<file path="src/rtl/addsub_pkg.sv">
// Shared types and helpers for the pipelined add/subtract datapath.
// Latency: n/a (types and constants only).
// Backpressure: n/a.
package addsub_pkg;

  typedef enum logic [1:0] {
    OP_ADD = 2'b00,
    OP_SUB = 2'b01,
    OP_ADC = 2'b10,
    OP_SBB = 2'b11
  } op_e;

  typedef struct packed {
    logic c;
    logic v;
    logic z;
    logic n;
  } flags_t;

  // Bits of the carry chain resolved per pipeline stage.
  function automatic int slice_w(input int width, input int stages);
    return width / stages;
  endfunction

endpackage

</file>
<file path="src/rtl/adder_slice.sv">
// Combinational W-bit slice adder with carry in/out; one per pipeline stage.
// Latency: 0 cycles (purely combinational).
// Backpressure: none; the enclosing stage register does the holding.
module adder_slice #(
  parameter int W = 16
) (
  input  logic [W-1:0] a,
  input  logic [W-1:0] b,
  input  logic         cin,
  output logic [W-1:0] sum,
  output logic         cout
);

  // One extra bit on the add so the carry-out is the top bit of the result.
  always_comb begin
    {cout, sum} = {1'b0, a} + {1'b0, b} + {{W{1'b0}}, cin};
  end

endmodule

</file>
<file path="src/rtl/pipelined_addsub.sv">
// Pipelined ADD/SUB/ADC/SBB with NZCV flags; carry chain cut into STAGES slices.
// Latency: STAGES cycles from accept to out_valid; one op per cycle.
// Backpressure: global all-or-nothing stall while out_valid & ~out_ready. Option: ADDSUB_SAT_EN adds sat port.
module pipelined_addsub
  import addsub_pkg::*;
#(
  parameter int WIDTH  = 32,
  parameter int STAGES = 2
) (
  input  logic             clk,
  input  logic             rst,
  input  logic             in_valid,
  output logic             in_ready,
  input  logic [1:0]       op,
  input  logic [WIDTH-1:0] a,
  input  logic [WIDTH-1:0] b,
  input  logic             cin,
`ifdef ADDSUB_SAT_EN
  input  logic             sat,
`endif
  output logic             out_valid,
  input  logic             out_ready,
  output logic [WIDTH-1:0] result,
  output logic             flag_c,
  output logic             flag_v,
  output logic             flag_z,
  output logic             flag_n
);

  localparam int SW = slice_w(WIDTH, STAGES);

  if (WIDTH % STAGES != 0) begin : g_bad_width
    $error("pipelined_addsub: WIDTH must be divisible by STAGES");
  end
  if (STAGES < 1 || STAGES > 8) begin : g_bad_stages
    $error("pipelined_addsub: STAGES must be in 1..8");
  end

  // Inputs seen by each stage: stage 0 from the ports, stage k from stage k-1 registers.
  logic [WIDTH-1:0] st_a [STAGES];
  logic [WIDTH-1:0] st_b [STAGES];
  logic [WIDTH-1:0] st_r [STAGES];
  logic             st_c [STAGES];
  logic             st_v [STAGES];
`ifdef ADDSUB_SAT_EN
  logic             st_s [STAGES];
`endif

  logic             advance;
  op_e              op_sel;
  logic [WIDTH-1:0] b_eff;
  logic             c0;

  logic             out_valid_d, out_valid_q;
  logic [WIDTH-1:0] result_d, result_q;
  flags_t           flags_d, flags_q;

  assign advance  = ~out_valid_q | out_ready;
  assign in_ready = advance;

  // Subtraction is a + ~b + carry; ADC/SBB take their carry from cin.
  always_comb begin
    op_sel = op_e'(op);
    b_eff  = b;
    c0     = 1'b0;
    case (op_sel)
      OP_ADD: begin b_eff = b;  c0 = 1'b0; end
      OP_SUB: begin b_eff = ~b; c0 = 1'b1; end
      OP_ADC: begin b_eff = b;  c0 = cin;  end
      OP_SBB: begin b_eff = ~b; c0 = cin;  end
      default: begin b_eff = b; c0 = 1'b0; end
    endcase
  end

  assign st_a[0] = a;
  assign st_b[0] = b_eff;
  assign st_r[0] = '0;
  assign st_c[0] = c0;
  assign st_v[0] = in_valid;
`ifdef ADDSUB_SAT_EN
  assign st_s[0] = sat;
`endif

  for (genvar k = 0; k < STAGES; k++) begin : g_stage
    logic [SW-1:0] sum;
    logic          cout;

    adder_slice #(.W(SW)) u_slice (
      .a    (st_a[k][k*SW +: SW]),
      .b    (st_b[k][k*SW +: SW]),
      .cin  (st_c[k]),
      .sum  (sum),
      .cout (cout)
    );

    if (k < STAGES - 1) begin : g_mid
      localparam int DW = (k + 1) * SW;  // result bits resolved so far
      localparam int UW = WIDTH - DW;    // operand bits still to add

      logic [UW-1:0] a_d, a_q, b_d, b_q;
      logic [DW-1:0] r_d, r_q;
      logic          c_d, c_q, v_d, v_q;
`ifdef ADDSUB_SAT_EN
      logic          s_d, s_q;
`endif

      // Capture this slice's sum and carry plus the pending upper operand bits.
      always_comb begin
        a_d = a_q;
        b_d = b_q;
        r_d = r_q;
        c_d = c_q;
        v_d = v_q;
`ifdef ADDSUB_SAT_EN
        s_d = s_q;
`endif
        if (advance) begin
          a_d = st_a[k][WIDTH-1 -: UW];
          b_d = st_b[k][WIDTH-1 -: UW];
          r_d = st_r[k][DW-1:0] | (DW'(sum) << (k * SW));
          c_d = cout;
          v_d = st_v[k];
`ifdef ADDSUB_SAT_EN
          s_d = st_s[k];
`endif
        end
      end

      // Stage register; cleared on reset so in-flight ops are dropped.
      always_ff @(posedge clk or posedge rst) begin
        if (rst) begin
          a_q <= '0;
          b_q <= '0;
          r_q <= '0;
          c_q <= 1'b0;
          v_q <= 1'b0;
`ifdef ADDSUB_SAT_EN
          s_q <= 1'b0;
`endif
        end else begin
          a_q <= a_d;
          b_q <= b_d;
          r_q <= r_d;
          c_q <= c_d;
          v_q <= v_d;
`ifdef ADDSUB_SAT_EN
          s_q <= s_d;
`endif
        end
      end

      assign st_a[k+1] = {a_q, {DW{1'b0}}};
      assign st_b[k+1] = {b_q, {DW{1'b0}}};
      assign st_r[k+1] = {{UW{1'b0}}, r_q};
      assign st_c[k+1] = c_q;
      assign st_v[k+1] = v_q;
`ifdef ADDSUB_SAT_EN
      assign st_s[k+1] = s_q;
`endif
    end else begin : g_last
      logic [WIDTH-1:0] sum_full;
      logic [WIDTH-1:0] res;
      logic             a_msb;
      logic             ovf;

      // Final slice: assemble the full result, derive flags, optionally clamp.
      always_comb begin
        out_valid_d = out_valid_q;
        result_d    = result_q;
        flags_d     = flags_q;
        sum_full    = st_r[k] | (WIDTH'(sum) << (k * SW));
        a_msb       = st_a[k][WIDTH-1];
        ovf         = (a_msb == st_b[k][WIDTH-1]) & (sum_full[WIDTH-1] != a_msb);
        res         = sum_full;
`ifdef ADDSUB_SAT_EN
        if (st_s[k] && ovf) begin
          res = a_msb ? {1'b1, {(WIDTH-1){1'b0}}} : {1'b0, {(WIDTH-1){1'b1}}};
        end
`endif
        if (advance) begin
          out_valid_d = st_v[k];
          // Bubbles leave the last result in place rather than loading junk.
          if (st_v[k]) begin
            result_d  = res;
            flags_d.c = cout;
            flags_d.v = ovf;
            flags_d.z = ~|res;
            flags_d.n = res[WIDTH-1];
          end
        end
      end
    end
  end

  // Output register; async reset drops out_valid immediately.
  always_ff @(posedge clk or posedge rst) begin
    if (rst) begin
      out_valid_q <= 1'b0;
      result_q    <= '0;
      flags_q     <= '0;
    end else begin
      out_valid_q <= out_valid_d;
      result_q    <= result_d;
      flags_q     <= flags_d;
    end
  end

  assign out_valid = out_valid_q;
  assign result    = result_q;
  assign flag_c    = flags_q.c;
  assign flag_v    = flags_q.v;
  assign flag_z    = flags_q.z;
  assign flag_n    = flags_q.n;

endmodule
</file>
<file path="config.mk">
export PLATFORM = sky130hd
export DESIGN_NAME = pipelined_addsub
export DESIGN_NICKNAME = d
export VERILOG_FILES = /design/src/rtl/addsub_pkg.sv /design/src/rtl/adder_slice.sv /design/src/rtl/pipelined_addsub.sv
export SDC_FILE = /design/constraint.sdc
export NUM_CORES = 1
export LEC_CHECK = 0
export BUFFER_PORTS_ARGS = -buffer_cell sky130_fd_sc_hd__buf_4
export CELL_PAD_IN_SITES_DETAIL_PLACEMENT = 0
export CELL_PAD_IN_SITES_GLOBAL_PLACEMENT = 1
export CORE_MARGIN = 3
export CORE_UTILIZATION = 45
export DETAILED_ROUTE_END_ITERATION = 8
export PLACE_DENSITY_LB_ADDON = 0.12
export SLEW_MARGIN = 5
export SYNTH_ARGS = -nofsm -noshare
export SYNTH_HDL_FRONTEND = slang
export SYNTH_SLANG_ARGS = --single-unit
</file>
<file path="constraint.sdc">
create_clock -name clk -period 8.8 [get_ports clk]
set_clock_uncertainty 0.2 [all_clocks]
set_input_delay 1.76 -clock clk [delete_from_list [all_inputs] [get_ports clk]]
set_output_delay 1.76 -clock clk [all_outputs]
set_load 0.1 [all_outputs]
</file>
==> results of run 1 <==
-- layout make-up --
cell class	count	area, um2	share of cell area
clock inverter	6	70.1	0.0110
clock buffer	10	239	0.0376
timing repair buffer	112	841	0.132
sequential	86	2150	0.339
tap	140	175	0.0276
inverter	13	50.0	0.00788
multi-input combinational	410	2820	0.445
-- logic make-up (layout without fill, tap and decap cells) --
group,Yosys count,in the layout
simple gates,176,176
compound gates,126,126
flops,86,86
xor+xnor,52,52
buf+inv,35,141
fa+ha+maj,34,34
mux,22,22
-- per-stage QoR --
stage	instance area, um2	power [uW]	hold WS (ns)	cells	utilization
4_1_cts	6350	2230	0.282	777	0.578
5_1_grt	6350	2330	0.303	777	0.578
2_1_floorplan	5110	1560	0.245	531	-
3_5_place_dp	6040	1840	0.265	761	0.550
3_3_place_gp	6040	1820	0.263	761	0.550
6_report	6350	2220	0.275	777	0.578
-- final timing paths --
check                                     endpoint  slack [ns]  depth (start not counted)                     from
hold reg to reg            g_stage[0].g_mid.a_q[2]        0.27                          2  g_stage[0].g_mid.a_q[2]
min in group asynchronous                result[2]        1.57                          3                      rst
max in group asynchronous                out_valid        6.17                          3                      rst
hold / removal             g_stage[0].g_mid.a_q[2]        0.27                          2  g_stage[0].g_mid.a_q[2]
setup reg to reg                        result[26]        5.63                          7                out_valid
setup / recovery                          in_ready        3.67                          6                out_ready
-- state kept, by name (all words and copies together), names as in the netlist --
signal / count
g_stage.g_mid.c_q: 1
flag_z: 1
result: 32
g_stage.g_mid.b_q: 16
out_valid: 1
g_stage.g_mid.v_q: 1
flag_v: 1
g_stage.g_mid.r_q: 16
g_stage.g_mid.a_q: 16
flag_c: 1
-- critical path, delay by kind of cell --
| family | cells | cell delay, ns |
|---|---|---|
| buffers and inverters | 5 | 1.27 |
| and+or+nand+nor | 1 | 0.09 |
-- report_power, final --
| part | total [uW] | internal, uW | switching [uW] |
|---|---|---|---|
| combinational | 1210 | 329 | 885 |
| clock | 392 | 229 | 163 |
| sequential | 609 | 520 | 89.1 |
-- placed cells by master (no fill, tap or decap), types with 4 or more instances in the layout --
cell type,count
a211oi_2,5
a21o_1,7
a21oi_1,23
a31oi_1,6
and3_1,6
buf_4,112
clkbuf_16,9
dfrtp_1,86
fa_1,4
ha_1,30
inv_1,11
mux2_2,22
nand2_1,102
nand3_1,6
nor2_1,26
nor3_1,9
nor4_1,5
o21a_1,6
o21ai_0,35
o21bai_1,4
o31ai_1,5
xnor2_1,23
xor2_1,29
-- routing by layer --
metal / vias up / global-route usage / routed length [um]
li1: 2071 / - / -
met1: 1964 / 0.249 / 5280
met2: 80 / 0.307 / 5560
met3: 13 / 0.0313 / 479
met4: 0 / 0.0737 / 218
met5: - / 0 / 0
==> metrics.txt, run 1 <==
Ant. Diodes 0; CP Cell Sequence buf_4 > nor2b_4 > buf_4 > inv_2 > buf_4 > buf_4; Critical Path AT 3.17 ns; worst relative slew slack 0.292; post-synthesis mux area share 0.0484; Rows 38; Die Span Y 113 um; Final Wtd Congestion 0.845; drt total wl 11500 um; main combinational cell family by area after synthesis compound AO/OA/AOI/OAI gates; GRT Total Usage 0.188; num ports 109; most common cell in the netlist nand2_1; drt via density 5.31; Routed wire per std cell 14.8 um; CP max FO 62; largest net degree at the start of global routing 87; Mapped Area 0.00511 mm2; number of enable flip-flop cells after synthesis 0; status completed; die width 113 um; Synth async-reset ratio 1.00; Starting DRT DRC Count 185; RSZ-0062 raised after global routing false; DP HPWL 8520 um; VDD IR max 324 uV; min Tclk post-route 5.13 ns; Area growth syn-to-layout 24.2%; Req. time, crit path 6.84 ns; ranking of synthesized cells by area dfrtp_1 (42%), nand2_1 (7.5%), ha_1 (7.3%); highest clock rate 0.195 GHz; antenna violations before repair 0; top-area cell type share of the netlist area 0.421; Post-CTS Resized 0; Gate Count Post-Synth 531; Static Leakage 0.00297 uW; first-pass GRT wire length 19200 um; port bufs 108; Reg clk slew, reported paths 0.06 ns; overall die area 0.0127 mm2; Setup Viol. Count Final 0; post-synth cell types 67; CTS Buffer Depth 2; Yosys top cell by area dfrtp_1; post-synthesis xor/xnor area fraction 0.0891; CTS tree yes; max-slew violations 0; vias in the first global route 3993; Final nets 737; crit path launch type input pin; setup TNS 0 ns; Final WS setup 3.67 ns; CTS Sinks 86; register area share after synthesis 0.421; cell seen most often among critical-path stages buf_4; DR vias 4128; post-route ant nets 0; Hold Buf Count CTS 0; drt first pass iters 4; Adder-Cell Fraction of Synth Area 0.0891; Critical-path top delay cell buf_4; pre-CTS setup slack 3.68 ns; dominant synthesized flop cell dfrtp_1; Starting Density 0.466; Seq cells post-synth 86; Commonest cells post-synth nand2_1 (102), dfrtp_1 (86), o21ai_0 (35), ha_1 (30), xor2_1 (29); clk_lat worst skew 0.34 ns; Max Cap Viol 0; htree depth 3; Worst-Margin Slew 1.06 ns; Mapped Avg Cell Area 9.63 um2; simple-gate share of the synthesized area 0.155; Hold Path Class register to register; Final period util 0.583; final global-route overflow total 0; CP Capture Type output port; Synthesized Nets 636; CTS Buf Count 9; drt drc 0; Compound-Gate Fraction of Synth Area 0.170; power density cells 349 mW/mm2; CORE AREA 0.0110 mm2; Worst path max stage delay 0.49 ns; Worst Setup Path Type input pin to output port; layout cells sized above 1 0.270; Yosys warnings 0; Filler Cell Count 1007; Final Hold Viols 0; buffer count from post-CTS setup fixing 0; clock root buffer clkbuf_16
Note: power is estimated with default switching activity, not from simulation.
==> run 2, diff against run 1 <==
--- a/config.mk
+++ b/config.mk
@@ -9,7 +9,7 @@
 export CELL_PAD_IN_SITES_DETAIL_PLACEMENT = 0
 export CELL_PAD_IN_SITES_GLOBAL_PLACEMENT = 1
 export CORE_MARGIN = 3
-export CORE_UTILIZATION = 45
+export CORE_UTILIZATION = 42
 export DETAILED_ROUTE_END_ITERATION = 8
 export PLACE_DENSITY_LB_ADDON = 0.12
 export SLEW_MARGIN = 5
==> constraint.sdc (replaced) <==
create_clock -name clk -period 5.3 [get_ports clk]
set_clock_uncertainty 0.2 [all_clocks]
set_input_delay 1.06 -clock clk [delete_from_list [all_inputs] [get_ports clk]]
set_output_delay 1.06 -clock clk [all_outputs]
set_load 0.1 [all_outputs]
==> metrics.txt, run 2 (synthesized netlist as in run 1, its figures left out) <==
cell seen most often among critical-path stages fa_1 (was buf_4); Starting DRT DRC Count 201 (was 185); layout cells sized above 1 0.270 (about the same); Hold Buf Count CTS 0 (unchanged); Area growth syn-to-layout 24.3% (was 24.2%); clock root buffer clkbuf_16 (unchanged); port bufs 108 (unchanged); final global-route overflow total 0 (unchanged); cell family with most CP delay compound AO/OA/AOI/OAI gates (was buffers and inverters); drt first pass iters 4 (unchanged); switching power 1870 uW (was 1140 uW); DP HPWL 9020 um (was 8520 um); dpl cell area 0.00605 mm2 (was 0.00604 mm2); first-pass GRT wire length 19600 um (was 19200 um); CP Cell Sequence buf_4 > mux2_2 > fa_1 > inv_1 > fa_1 > nor2b_1 > o21a_1 > o21ai_1 > a31oi_1 > nand3b_1 > and3_1 > o31ai_1 (was buf_4 > nor2b_4 > buf_4 > inv_2 > buf_4 > buf_4); vias in the first global route 4015 (was 3993); drt drc 0 (unchanged); largest net degree at the start of global routing 62 (was 87); Gate power share 0.553 (was 0.548); min Tclk post-route 3.55 ns; CORE AREA 0.0117 mm2 (was 0.0110 mm2); commonest non-fill, non-tap cell in the layout buf_4 (unchanged); DR vias 4106 (was 4128); CP Capture Type register (was output port); Max Cap Viol 0 (unchanged); Final Wtd Congestion 0.857 (was 0.845); Final nets 738 (was 737); status completed (unchanged); Routed wire per std cell 15.3 um (was 14.8 um); Req. time, crit path 5.35 ns (was 6.84 ns); highest clock rate 0.282 GHz; Worst path max stage delay 0.43 ns (was 0.49 ns); CTS Buffer Depth 2 (unchanged); drt total wl 11900 um (was 11500 um); Reg clk slew, reported paths 0.06 ns (about the same); VDD IR max 405 uV (was 324 uV); Sw Ratio 0.509 (was 0.513); Clock power frac 0.175 (was 0.177); power density cells 577 mW/mm2 (was 349 mW/mm2); Critical-path top delay cell fa_1 (was buf_4); crit path launch type input pin (unchanged); Static Leakage 0.00298 uW (was 0.00297 uW); GRT Total Usage 0.184 (was 0.188); htree depth 3 (unchanged); worst relative slew slack 0.423 (was 0.292); Starting Density 0.438 (was 0.466); max-slew violations 0 (unchanged); die width 116 um (was 113 um); Worst Setup Path Type input pin to register (was input pin to output port); CTS Buf Count 9 (unchanged); Ant. Diodes 0 (unchanged); Final Hold Viols 0 (unchanged); Worst-Margin Slew 0.864 ns (was 1.06 ns); total power 3670 uW (was 2220 uW); Die Span Y 116 um (was 113 um); WP buf/inv 2 (was 5); Post-CTS Resized 0 (unchanged); max reg flops 32 (unchanged); most frequent cells in the layout buf_4 (113), nand2_1 (102), dfrtp_1 (86) (was buf_4 (112), nand2_1 (102), dfrtp_1 (86)); Reg power frac 0.272 (was 0.275); post-route ant nets 0 (unchanged); Final period util 0.670; buffer count from post-CTS setup fixing 0 (unchanged); Hold Path Class register to register (unchanged); overall die area 0.0135 mm2 (was 0.0127 mm2); setup TNS 0 ns (unchanged); drt via density 5.26 (was 5.31); antenna violations before repair 0 (unchanged); CP max FO 16 (was 62); internal power 1800 uW (was 1080 uW); CTS tree yes (unchanged); Final Core Density 0.545 (was 0.578); RSZ-0062 raised after global routing false (unchanged); Rows 39 (was 38); Filler Cell Count 1053 (was 1007); clk_lat worst skew 0.34 ns (about the same); Critical Path AT 3.60 ns (was 3.17 ns); CTS Sinks 86 (unchanged); num ports 109 (unchanged); Setup Viol. Count Final 0 (unchanged); design area 0.00635 mm2 (about the same)
run 2: power by group through the flow:
| stage | Sequential (uW) | Combinational [uW] | Clock (uW) |
|---|---|---|---|
| 2_1_floorplan | 1920 | 676 | 0 |
| 3_3_place_gp | 1010 | 2020 | 0 |
| 3_5_place_dp | 1010 | 2040 | 0 |
| 4_1_cts | 1000 | 2040 | 660 |
| 5_1_grt | 1030 | 2150 | 681 |
| 6_report | 999 | 2030 | 641 |
run 2: through the flow:
step | setup slack (ns) | cells | hold WS [ns]
5_1_grt | 1.62 | 781 | 0.307
4_1_cts | 1.78 | 781 | 0.280
2_1_floorplan | 1.31 | 531 | 0.245
6_report | 1.75 | 781 | 0.276
3_5_place_dp | 1.42 | 765 | 0.267
3_3_place_gp | 1.49 | 765 | 0.261
run 2: tightest hold or removal path, cell delays in order, from the launching register on:
cell	delay, ns
dfrtp_1	0.35
nand2_1	0.05
nand2_1	0.05
run 2: final cells by class:
type | instances | area (um2) | share of cell area
clock buffers | 12 | 256 | 0.0404
clock inverters | 4 | 45.0 | 0.00709
inverters | 13 | 50.0 | 0.00788
multi-input cells | 410 | 2820 | 0.444
flip-flops and latches | 86 | 2150 | 0.339
well taps | 143 | 179 | 0.0282
repair buffers | 113 | 848 | 0.133
run 2: path summary, 6_finish.rpt:
check / startpoint / endpoint / slack, ns / cells after the start
worst max-delay path: op[0] / g_stage[0].g_mid.r_q[12] / 1.75 / 12
worst min-delay path: g_stage[0].g_mid.a_q[5] / g_stage[0].g_mid.a_q[5] / 0.28 / 2
worst max register to register: g_stage[0].g_mid.a_q[0] / flag_z / 2.17 / 9
worst min register to register: g_stage[0].g_mid.a_q[5] / g_stage[0].g_mid.a_q[5] / 0.28 / 2
max in group asynchronous: rst / g_stage[0].g_mid.b_q[6] / 3.22 / 3
min in group asynchronous: rst / g_stage[0].g_mid.a_q[6] / 0.63 / 2
run 2: metal layers:
metal	track usage	vias up	share of wire
met5	0	-	0
met4	0.0557	0	0.013
met3	0.0321	11	0.039
met2	0.283	81	0.45
met1	0.265	1955	0.49
li1	-	2059	-
==> run 3, diff against run 2 <==
--- a/config.mk
+++ b/config.mk
@@ -5,11 +5,12 @@
 export SDC_FILE = /design/constraint.sdc
 export NUM_CORES = 1
 export LEC_CHECK = 0
+export ABC_AREA = 1
 export BUFFER_PORTS_ARGS = -buffer_cell sky130_fd_sc_hd__buf_4
 export CELL_PAD_IN_SITES_DETAIL_PLACEMENT = 0
 export CELL_PAD_IN_SITES_GLOBAL_PLACEMENT = 1
 export CORE_MARGIN = 3
-export CORE_UTILIZATION = 42
+export CORE_UTILIZATION = 40
 export DETAILED_ROUTE_END_ITERATION = 8
 export PLACE_DENSITY_LB_ADDON = 0.12
 export SLEW_MARGIN = 5
==> constraint.sdc (replaced) <==
create_clock -name clk -period 3.7 [get_ports clk]
set_clock_uncertainty 0.2 [all_clocks]
set_input_delay 0.74 -clock clk [delete_from_list [all_inputs] [get_ports clk]]
set_output_delay 0.74 -clock clk [all_outputs]
set_load 0.1 [all_outputs]
==> metrics.txt, run 3 <==
status completed (unchanged); Hold Path Class register to register (unchanged); Final Core Density 0.517 (was 0.545); Filler Cell Count 1300 (was 1053); final global-route overflow total 0 (unchanged); Worst path max stage delay 0.41 ns (was 0.43 ns); CP Cell Sequence buf_4 > xor2_1 > fa_1 > inv_1 > fa_1 > o21ai_2 > nand2_1 > nand2_2 > nand2_1 > nand2_1 > nand3_1 > nand2_1 > nand2_1 > nand3_1 > nand2_1 (was buf_4 > mux2_2 > fa_1 > inv_1 > fa_1 > nor2b_1 > o21a_1 > o21ai_1 > a31oi_1 > nand3b_1 > and3_1 > o31ai_1); RSZ-0062 raised after global routing false (unchanged); drt drc 0 (unchanged); RR Startpoint g_stage[0].g_mid.a_q[0] (unchanged); most frequent cells in the layout nand2_1 (247), buf_4 (113), dfrtp_1 (86) (was buf_4 (113), nand2_1 (102), dfrtp_1 (86)); buffer count from post-CTS setup fixing 0 (unchanged); Post-CTS Resized 0 (unchanged); CP Capture Type register (unchanged); crit path launch type input pin (unchanged); Hold Path Sink result[27] (was g_stage[0].g_mid.a_q[5]); Reg clk slew, reported paths 0.07 ns (was 0.06 ns); ranking of synthesized cells by area dfrtp_1 (41%), nand2_1 (17%), ha_1 (7.1%) (was dfrtp_1 (42%), nand2_1 (7.5%), ha_1 (7.3%)); CORE AREA 0.0128 mm2 (was 0.0117 mm2); register area share after synthesis 0.405 (was 0.421); Final Hold Viols 0 (unchanged); Area growth syn-to-layout 24.8% (was 24.3%); clock root buffer clkbuf_16 (unchanged); Yosys top cell by area dfrtp_1 (unchanged); DP HPWL 11000 um (was 9020 um); Synth async-reset ratio 1.00 (unchanged); Commonest cells post-synth nand2_1 (247), dfrtp_1 (86), inv_1 (65), o21ai_0 (52), nand3_1 (39) (was nand2_1 (102), dfrtp_1 (86), o21ai_0 (35), ha_1 (30), xor2_1 (29)); cell family with most CP delay simple AND/OR/NAND/NOR gates (was compound AO/OA/AOI/OAI gates); min Tclk post-route 2.75 ns; Final Wtd Congestion 0.919 (was 0.857); Req. time, crit path 3.73 ns (was 5.35 ns); post-synth cell types 38 (was 67); power density cells 766 mW/mm2 (was 577 mW/mm2); cell seen most often among critical-path stages nand2_1 (was fa_1); drt total wl 13800 um (was 11900 um); commonest non-fill, non-tap cell in the layout nand2_1 (was buf_4); most common cell in the netlist nand2_1 (unchanged); reg2reg setup slack 1.03 ns (was 2.17 ns); htree depth 3 (unchanged); Static Leakage 0.00349 uW (was 0.00298 uW); Worst Setup Path Type input pin to register (unchanged); highest clock rate 0.363 GHz; Starting DRT DRC Count 313 (was 201); CTS Buffer Depth 2 (unchanged); GRT Total Usage 0.195 (was 0.184); Ant. Diodes 0 (unchanged); overall die area 0.0147 mm2 (was 0.0135 mm2); setup TNS 0 ns (unchanged); die width 121 um (was 116 um); WP buf/inv 2 (unchanged); port bufs 108 (unchanged); Yosys warnings 0 (unchanged); CTS Sinks 86 (unchanged); Die Span Y 121 um (was 116 um); Routed wire per std cell 14.0 um (was 15.3 um); Synthesized Nets 810 (was 636); Mapped Area 0.00531 mm2 (was 0.00511 mm2); Setup Viol. Count Final 0 (unchanged); Seq cells post-synth 86 (unchanged); Rows 41 (was 39); top-area cell type share of the netlist area 0.405 (was 0.421); Starting Density 0.414 (was 0.438); CTS tree yes (unchanged); capture point of the worst reg-to-reg path flag_z (unchanged); Max Cap Viol 0 (unchanged); worst relative slew slack 0.614 (was 0.423); Critical Path Start op[0] (unchanged); max-slew violations 0 (unchanged); num ports 109 (unchanged); largest net degree at the start of global routing 87 (was 62); antenna violations before repair 0 (unchanged); Critical Path AT 2.79 ns (was 3.60 ns); layout cells sized above 1 0.198 (was 0.270); hold path startpoint result[27] (was g_stage[0].g_mid.a_q[5]); DR vias 4720 (was 4106); CP max FO 18 (was 16); Worst-Margin Slew 0.578 ns (was 0.864 ns); clk_lat worst skew 0.34 ns (about the same); vias in the first global route 4350 (was 4015); Mapped Avg Cell Area 7.54 um2 (was 9.63 um2); Critical-path top delay cell fa_1 (unchanged); Final period util 0.744; first-pass GRT wire length 22500 um (was 19600 um); post-route ant nets 0 (unchanged); drt first pass iters 5 (was 4); Gate Count Post-Synth 705 (was 531); dominant synthesized flop cell dfrtp_1 (unchanged); hold path cells 2 (unchanged); drt via density 4.79 (was 5.26); VDD IR max 312 uV (was 405 uV); FF-to-FF path depth 11 (was 9); CTS Buf Count 9 (unchanged); Final nets 914 (was 738); Hold Buf Count CTS 0 (unchanged); number of enable flip-flop cells after synthesis 0 (unchanged); max reg flops 32 (unchanged)
==> run 3: changes by cell type after synthesis, moves of 6 or more <==
cell and change:
xor2_1 -10, and3_1 -6, a21o_1 -6, nand4_1 +8, nand2_2 +12, nand2_1 +145, nor2_1 +12, nand3_1 +33
nor3_1 -7, o21ai_0 +17, mux2_2 -21, inv_1 +53
==> run 3: how the worst max path moves through the flow <==
stage                                          end  slack (ns)  depth (start not counted)
after floorplan           g_stage[0].g_mid.r_q[10]        0.53                         16
after global placement    g_stage[0].g_mid.r_q[10]        0.61                         15
after detailed placement  g_stage[0].g_mid.r_q[10]        0.57                         15
after CTS                 g_stage[0].g_mid.r_q[10]        0.92                         15
after global routing      g_stage[0].g_mid.r_q[10]        0.71                         15
final                     g_stage[0].g_mid.r_q[10]        0.95                         15
==> run 3: cells by family (layout without fill, tap and decap cells) <==
kind of cell | after synthesis | after routing | share of synthesized area
multiplexers | 1 | 1 | 0.00212
AO/OA/AOI/OAI | 95 | 95 | 0.0952
buffers and inverters | 92 | 201 | 0.0678
XOR/XNOR | 38 | 38 | 0.0626
AND/OR/NAND/NOR | 359 | 359 | 0.281
adder cells (fa/ha/maj) | 34 | 34 | 0.0857
flip-flops | 86 | 86 | 0.405
==> run 3: report_power, final <==
| part | switching, uW | leakage, uW | internal (uW) | total (uW) |
|---|---|---|---|---|
| Clock | 397 | 0.000152 | 552 | 949 |
| Combinational | 2090 | 0.00230 | 663 | 2750 |
| Sequential | 168 | 0.00104 | 1210 | 1380 |
| Total | 2660 | 0.00349 | 2420 | 5080 |
==> run 3: routing by layer <==
metal	routed length, um	vias up	share of wire	global-route usage
met3	767	11	0.055	0.0354
met5	0	-	0	0
met1	7620	2125	0.55	0.322
li1	-	2445	-	-
met4	128	0	0.0092	0.0497
met2	5340	139	0.39	0.256
==> run 3: worst reg2reg max path: cells and delay by family (launching register included) <==
family	cells	cell delay, ns
adders and majority gates	2	1.00
and+or+nand+nor	8	0.71
DFF	1	0.40
xor gates and xnor gates	1	0.31
==> run 3: layout make-up <==
class	count	area [um2]	share of cell area
Inverter	71	268	0.0404
Multi-Input combinational cell	527	2810	0.423
Tap cell	172	215	0.0325
Clock inverter	6	80.1	0.0121
Timing Repair Buffer	114	868	0.131
Clock buffer	10	239	0.0361
Sequential cell	86	2150	0.325
==> run 3: metrics by stage <==
stage | hold WS [ns] | instances | power, uW | worst slack (ns) | cell area, um2
2_1_floorplan | 0.255 | 705 | 3480 | 0.528 | 5310
3_3_place_gp | 0.259 | 970 | 4130 | 0.610 | 6310
3_5_place_dp | 0.266 | 970 | 4150 | 0.571 | 6310
4_1_cts | 0.287 | 986 | 5120 | 0.925 | 6630
5_1_grt | 0.314 | 986 | 5390 | 0.712 | 6630
6_report | 0.284 | 986 | 5080 | 0.946 | 6630
